==> src/rtl/instruction_fetch_unit.sv <==
// Fetch unit: word-aligned PC into instruction memory, {pc,inst} buffered in a DEPTH-entry FIFO to decode.
// Latency 1 cycle address-to-head; read_en drops only when FIFO full or redirecting, never on inst_ready.
module instruction_fetch_unit #(
  parameter int unsigned ADDR_W   = 32,
  parameter int unsigned DATA_W   = 32,
  parameter logic [ADDR_W-1:0] RESET_PC = '0,
  parameter int unsigned DEPTH    = 2
) (
  input  logic              clk,
  input  logic              reset,
  output logic [ADDR_W-1:0] address,
  output logic              read_en,
  output logic              ce,
  input  logic [DATA_W-1:0] data,
  input  logic              branch_taken,
  input  logic [ADDR_W-1:0] branch_target,
  output logic              inst_valid,
  input  logic              inst_ready,
  output logic [DATA_W-1:0] inst,
  output logic [ADDR_W-1:0] inst_pc
);

  localparam int unsigned PTR_W = (DEPTH > 1) ? $clog2(DEPTH) : 1;
  localparam int unsigned CNT_W = $clog2(DEPTH + 1);

  typedef struct packed {
    logic [ADDR_W-1:0] pc;
    logic [DATA_W-1:0] insn;
  } fetch_entry_t;

  fetch_entry_t             fifo_mem [DEPTH];
  logic [ADDR_W-1:0]        fetch_pc;
  logic [PTR_W-1:0]         wr_ptr;
  logic [PTR_W-1:0]         rd_ptr;
  logic [CNT_W-1:0]         count;
  logic                     push;
  logic                     pop;
  fetch_entry_t             head;

  // Issue depends only on registered occupancy and the redirect, keeping the memory path short.
  assign read_en    = (count < CNT_W'(DEPTH)) && !branch_taken && !reset;
  assign ce         = read_en;
  assign address    = fetch_pc;
  assign inst_valid = (count != '0);

  assign push = read_en;
  assign pop  = inst_valid && inst_ready && !branch_taken;

  assign head    = fifo_mem[rd_ptr];
  assign inst    = inst_valid ? head.insn : '0;
  assign inst_pc = inst_valid ? head.pc   : '0;

  always_ff @(posedge clk or posedge reset) begin
    if (reset) begin
      fetch_pc <= RESET_PC;
      wr_ptr   <= '0;
      rd_ptr   <= '0;
      count    <= '0;
    end else if (branch_taken) begin
      fetch_pc <= {branch_target[ADDR_W-1:2], 2'b00};
      wr_ptr   <= '0;
      rd_ptr   <= '0;
      count    <= '0;
    end else begin
      if (push) begin
        wr_ptr   <= wr_ptr + PTR_W'(1);
        fetch_pc <= fetch_pc + ADDR_W'(4);
      end
      if (pop) begin
        rd_ptr <= rd_ptr + PTR_W'(1);
      end
      case ({push, pop})
        2'b10:   count <= count + CNT_W'(1);
        2'b01:   count <= count - CNT_W'(1);
        default: count <= count;
      endcase
    end
  end

  // Storage needs no reset: outputs are masked by inst_valid while the FIFO is empty.
  always_ff @(posedge clk) begin
    if (push) begin
      fifo_mem[wr_ptr] <= '{pc: fetch_pc, insn: data};
    end
  end

endmodule

==> config.mk <==
export PLATFORM = sky130hd
export DESIGN_NAME = instruction_fetch_unit
export DESIGN_NICKNAME = d
export VERILOG_FILES = /design/src/rtl/instruction_fetch_unit.sv
export SDC_FILE = /design/constraint.sdc
export NUM_CORES = 1
export LEC_CHECK = 0
export ABC_AREA = 1
export CORE_ASPECT_RATIO = 1.4
export CORE_MARGIN = 4
export CORE_UTILIZATION = 40
export CTS_CLUSTER_SIZE = 40
export DETAILED_ROUTE_END_ITERATION = 8
export HOLD_SLACK_MARGIN = 0.05
export PLACE_DENSITY_LB_ADDON = 0.3
export SLEW_MARGIN = 30
export SYNTH_ARGS = -nofsm -noshare
export SYNTH_HDL_FRONTEND = slang
export SYNTH_SLANG_ARGS = --single-unit
==> constraint.sdc <==
create_clock -name clk -period 6.95 [get_ports clk]
set_input_delay 1.0425 -clock clk [delete_from_list [all_inputs] [get_ports clk]]
set_output_delay 1.0425 -clock clk [all_outputs]
set_load 0.01 [all_outputs]
# Word-level counts from Yosys, hierarchy flattened
# Memory sizes are Yosys's and may differ from the RTL's.
# Index checks and enable logic that the tools add are counted.
dict set report word_totals {
  wordCells 35
  mem_count 1
  regBits 36
  inputBits 68
  output_inout_bits 99
  ramBits 128
}
dict set report op_classes {
  reduce_logical 10
  add_sub_neg 5
  eq_ne 2
  muxes 12
  n_lt_le_gt_ge 1
}
# memory depth word_bits read_ports rd_clocked_by_memory_dff wr line
set memory_table {}
lappend memory_table {fifo_mem 2 64 1 0 1 31} ;# fetch_entry_t fifo_mem [DEPTH];
# cell n
set ops {}
lappend ops {{$mux W32} 4}
lappend ops {{$add A32 B3 Y32 const B} 1}
lappend ops {{$mux W1} 6}
lappend ops {{$reduce_bool A2 Y1} 3}
lappend ops {{$logic_and A1 B1 Y1} 4}
lappend ops {{$pmux W2 S2} 1}
lappend ops {{$reduce_bool A3 Y1} 1}
lappend ops {{$add A1 B1 Y1 const B} 2}
lappend ops {{$add A2 B1 Y2 const B} 1}
lappend ops {{$eq A2 B1 Y1 const B} 1}
lappend ops {{$eq A2 B2 Y1 const B} 1}
lappend ops {{$logic_not A1 Y1} 2}
lappend ops {{$lt A2 B2 Y1 const B} 1}
lappend ops {{$mux W2} 1}
lappend ops {{$sub A2 B1 Y2 const B} 1}

# Longest topological paths before layout
dict set report depth {
  depth_word 6
  ltp_mapped 9
  mapped_depth_nobuf 9
}

# Worst setup path after synthesis
# OpenSTA, ideal clock, no wires.
dict set report synth_timing {
  kind {input to register}
  startpoint {input port branch_taken}
  endpoint {memory fifo_mem[0][0] (netlist bit) (enable)}
  arrival_ns 4.271
  path_buffers 1
  slack_ns 2.195
  t_required_ns 6.467
  setup_time_ns 0.483
  cell_stages 4
  cell_sequence {buf_2 nor3_4 inv_2 nor2_1}
}
dict set report synth_between {
  elab_chain_cells 5
}
# item line
set synth_lines {}
lappend synth_lines {{from (decl)} 15} ;# input logic branch_taken,
lappend synth_lines {{$logic_not A1 Y1} 41} ;# assign read_en = (count < CNT_W'(DEPTH)) && !branch_taken && !reset;
lappend synth_lines {{$logic_and A1 B1 Y1 (2 in series)} 41}
lappend synth_lines {{$mux W1} 82} ;# if (push) begin
lappend synth_lines {{$mux W1 (not written as such)} 83} ;# fifo_mem[wr_ptr] <= '{pc: fetch_pc, insn: data};
lappend synth_lines {{to (decl)} 31}
# No other way between the ends.

# Final worst setup path
dict set report layout_timing {
  startpoint {input port branch_taken}
  endpoint {output port ce}
}
dict set report layout_between {
  elab_chain_cells 3
}
# item line
set layout_lines {}
lappend layout_lines {{$logic_not A1 Y1} 41}
lappend layout_lines {{$logic_and A1 B1 Y1 (2 in series)} 41}
lappend layout_lines {{to (decl)} 13} ;# output logic ce,
# No other way between the ends.

==> results.md <==
- Status: finished clean
- Worst reg2reg path startpoint: count[1]
- Antenna violations before repair: 0
- Largest net degree at the start of global routing: 65
- Vias in the first global route: 5224
- Worst setup EP type: output pin
- Worst Setup SP: branch_taken
- Chip height: 164 µm
- Input/output buffers: 160
- Pwr dens: 251 mW/mm²
- Fmax: 241 MHz
- Yosys cell types: 35
- FF-to-FF setup slack: 4.28 ns
- Sequential cell area fraction in the yosys report: 0.658
- Synth area leader: edfxtp_1
- Critical Path Source Type: input port
- CP Class: in -> out
- Max VDD drop: 136 µV
- Slew Limit Fails: 0
- Main combinational cell family by area after synthesis: simple AND/OR/NAND/NOR gates
- Io pins: 167
- Die width: 119 µm
- Max Cap Violations: 0
- Metal3 WL: 767 µm
- Die ar.: 0.0196 mm²
- Worst Path Max Fanout: 34
- TritonCTS Buffers: 17
- Synth Area in Adders: 0.00180
- Post-Synthesis Cells: 685
- Period utilisation layout: 0.597
- Drt wl/cell: 15.8 µm
- Commonest non-fill, non-tap cells in the layout: nand2_1 (241), clkdlybuf4s50_1 (160), edfxtp_1 (124), a21oi_1 (64), nand3_1 (45)
- Clock skew: 0.0137 ns
- CTS tree: yes
- Residual DRC: 0
- CP endpoint: ce
- Core area: 0.0169 mm²
- Setup TNS: 0 ns
- Synth Warn #: 0
- Total power: 2.34 mW
- Area grow syn2layout: 34.0%
- Row count: 56
- Clock transition at the registers of the reported paths: 0.06 ns
- Post-Synth XOR/XNOR Area: 0.00252
- Number of synthesized register bits: 158
- Post-cts repair resize count: 0
- Final Critical Period: 4.15 ns
- Post-CTS Repair Setup Buffers: 0
- Avg Inst Size Synth: 10.2 µm²
- Post-synthesis mux area share: 0
- Area share of the largest cell type after synthesis: 0.535
- Wl on met1: 7.08 mm
- Routability Congestion: 0.843
- Drt pass-1 iters: 4
- HP Class: reg -> reg
- Hold Vio Cnt, Final: 0
- Clock sink count: 158
- Later-pin clock latency in the skew report: 0.41 ns
- Lkg Pwr: 3.44 nW
- Global Route Usage Sum: 0.179
- Drt via density: 4.83
- CTS Hold Bufs: 0
- Worst Path Arrival: 3.11 ns
- Req. time, crit path: 5.91 ns
- Area share of and/or/nand/nor cells after synthesis: 0.207
- Via count: 5249
- Routed WL: 17.2 mm
- Reg2Reg Depth: 4
- Detailed-placement wirelength estimate: 11.4 mm
- First-pass GRT wire length: 27.5 mm
- Mapped Area: 0.00696 mm²
- H-tree depth: 4
- Synth Area in Compound Gates: 0.0901
- Initial Util: 0.412
- Largest cells by area after synthesis: edfxtp_1 (54%), nand2_1 (13%), dfrtp_1 (12%)
- # diodes: 0
- Root Driver: clkbuf_16
- Initial DRC Count: 253
- Most common cell after layout, fill and taps aside: nand2_1
- Layout cell share with drive strength beyond 1: 0.0690
- Top sig layer: met4
- Reg-to-Reg End: fifo_mem[1][31]
- NumNets Final: 912
- Worst-margin pin slew: 0.823 ns
- Routed wl met2: 9.08 mm
- Final setup violation count: 0
- Grt ovf: 0
- Clock tree buffer depth: 2
- Unrepaired setup endpoints after global routing: no
- Slew margin rel.: 0.450
- Antenna-violating nets left: 0
==> layout make-up <==
cell class,count,area [µm²]
clock buffers,17,425
repair buffers,168,1660
clock inverters,14,109
fillers,1471,7570
well taps,232,290
multi-input cells,464,2130
flip-flops and latches,158,4580
inverters,34,130
==> cells by family after synthesis <==
kind of cell	count (synthesis)
buffers and inverters	66
AO/OA/AOI/OAI	107
flip-flops	158
adder cells (fa/ha/maj)	1
XOR/XNOR	2
other	1
AND/OR/NAND/NOR	350
==> per-stage QoR <==
stage          hold WS [ns]  setup slack [ns]   util  instance area (µm²)  std cells
4_1_cts               0.583              2.80  0.552                 9320       1087
3_5_place_dp          0.566              2.81  0.520                 8790       1056
6_report              0.594              2.80  0.552                 9320       1087
5_1_grt               0.619              2.68  0.552                 9320       1087
3_3_place_gp          0.553              2.83  0.520                 8780       1056
2_1_floorplan         0.524              2.20      -                 6970        688
==> critical path, cell delays in order <==
cell and delay [ns]:
clkdlybuf4s50_1 0.39, buf_4 0.27, nor3_4 0.44, buf_4 0.36
clkdlybuf4s50_1 0.60
==> synthesized netlist by cell type <==
cell and instances:
a21boi_1 1, a21oi_1 64, a21oi_2 1, a21oi_4 1, a22oi_1 19, a31oi_1 1, and2_1 3, buf_1 1
buf_2 4, buf_4 7, clkbuf_1 20, conb_1 1, dfrtp_1 34, edfxtp_1 124, ha_1 1, inv_1 31
inv_2 3, nand2_1 241, nand2_2 2, nand2_4 1, nand3_1 45, nand3b_1 1, nand4_1 1, nor2_1 46
nor2_2 5, nor2_4 2, nor3_4 1, o211ai_1 2, o21ai_0 9, o21ai_1 1, o21ai_2 1, o21bai_1 6
o22ai_1 1, or2_2 2, xor2_1 2
==> metal layers <==
layer	GRT usage	up-vias
met3	0.0348	16
met4	0.0537	0
met2	0.323	142
li1	-	2643
met1	0.218	2448
met5	0	-
==> sequential cells by signal, indices dropped and copies added, names as in the netlist <==
signal,flops
fifo_mem,124
count,2
address,30
rd_ptr,1
wr_ptr,1
==> worst min-delay path by stage <==
stage | start | end | slack, ns | cells after the start
final | address[31] | fifo_mem[1][63] | 0.59 | 0
after floorplan | wr_ptr | wr_ptr | 0.52 | 2
after CTS | address[31] | fifo_mem[1][63] | 0.58 | 0
after global routing | address[31] | fifo_mem[1][63] | 0.62 | 0
after detailed placement | address[31] | fifo_mem[0][63] | 0.57 | 0
after global placement | address[31] | fifo_mem[0][63] | 0.55 | 0
==> where the power goes <==
part	internal, mW	leakage (nW)	total (mW)	switching (mW)
clock	0.460	0.253	0.837	0.377
combinational	0.171	1.63	0.358	0.187
sequential	1.09	1.56	1.14	0.0563
total	1.72	3.44	2.34	0.620
Note: power is estimated with default switching activity, not from simulation.
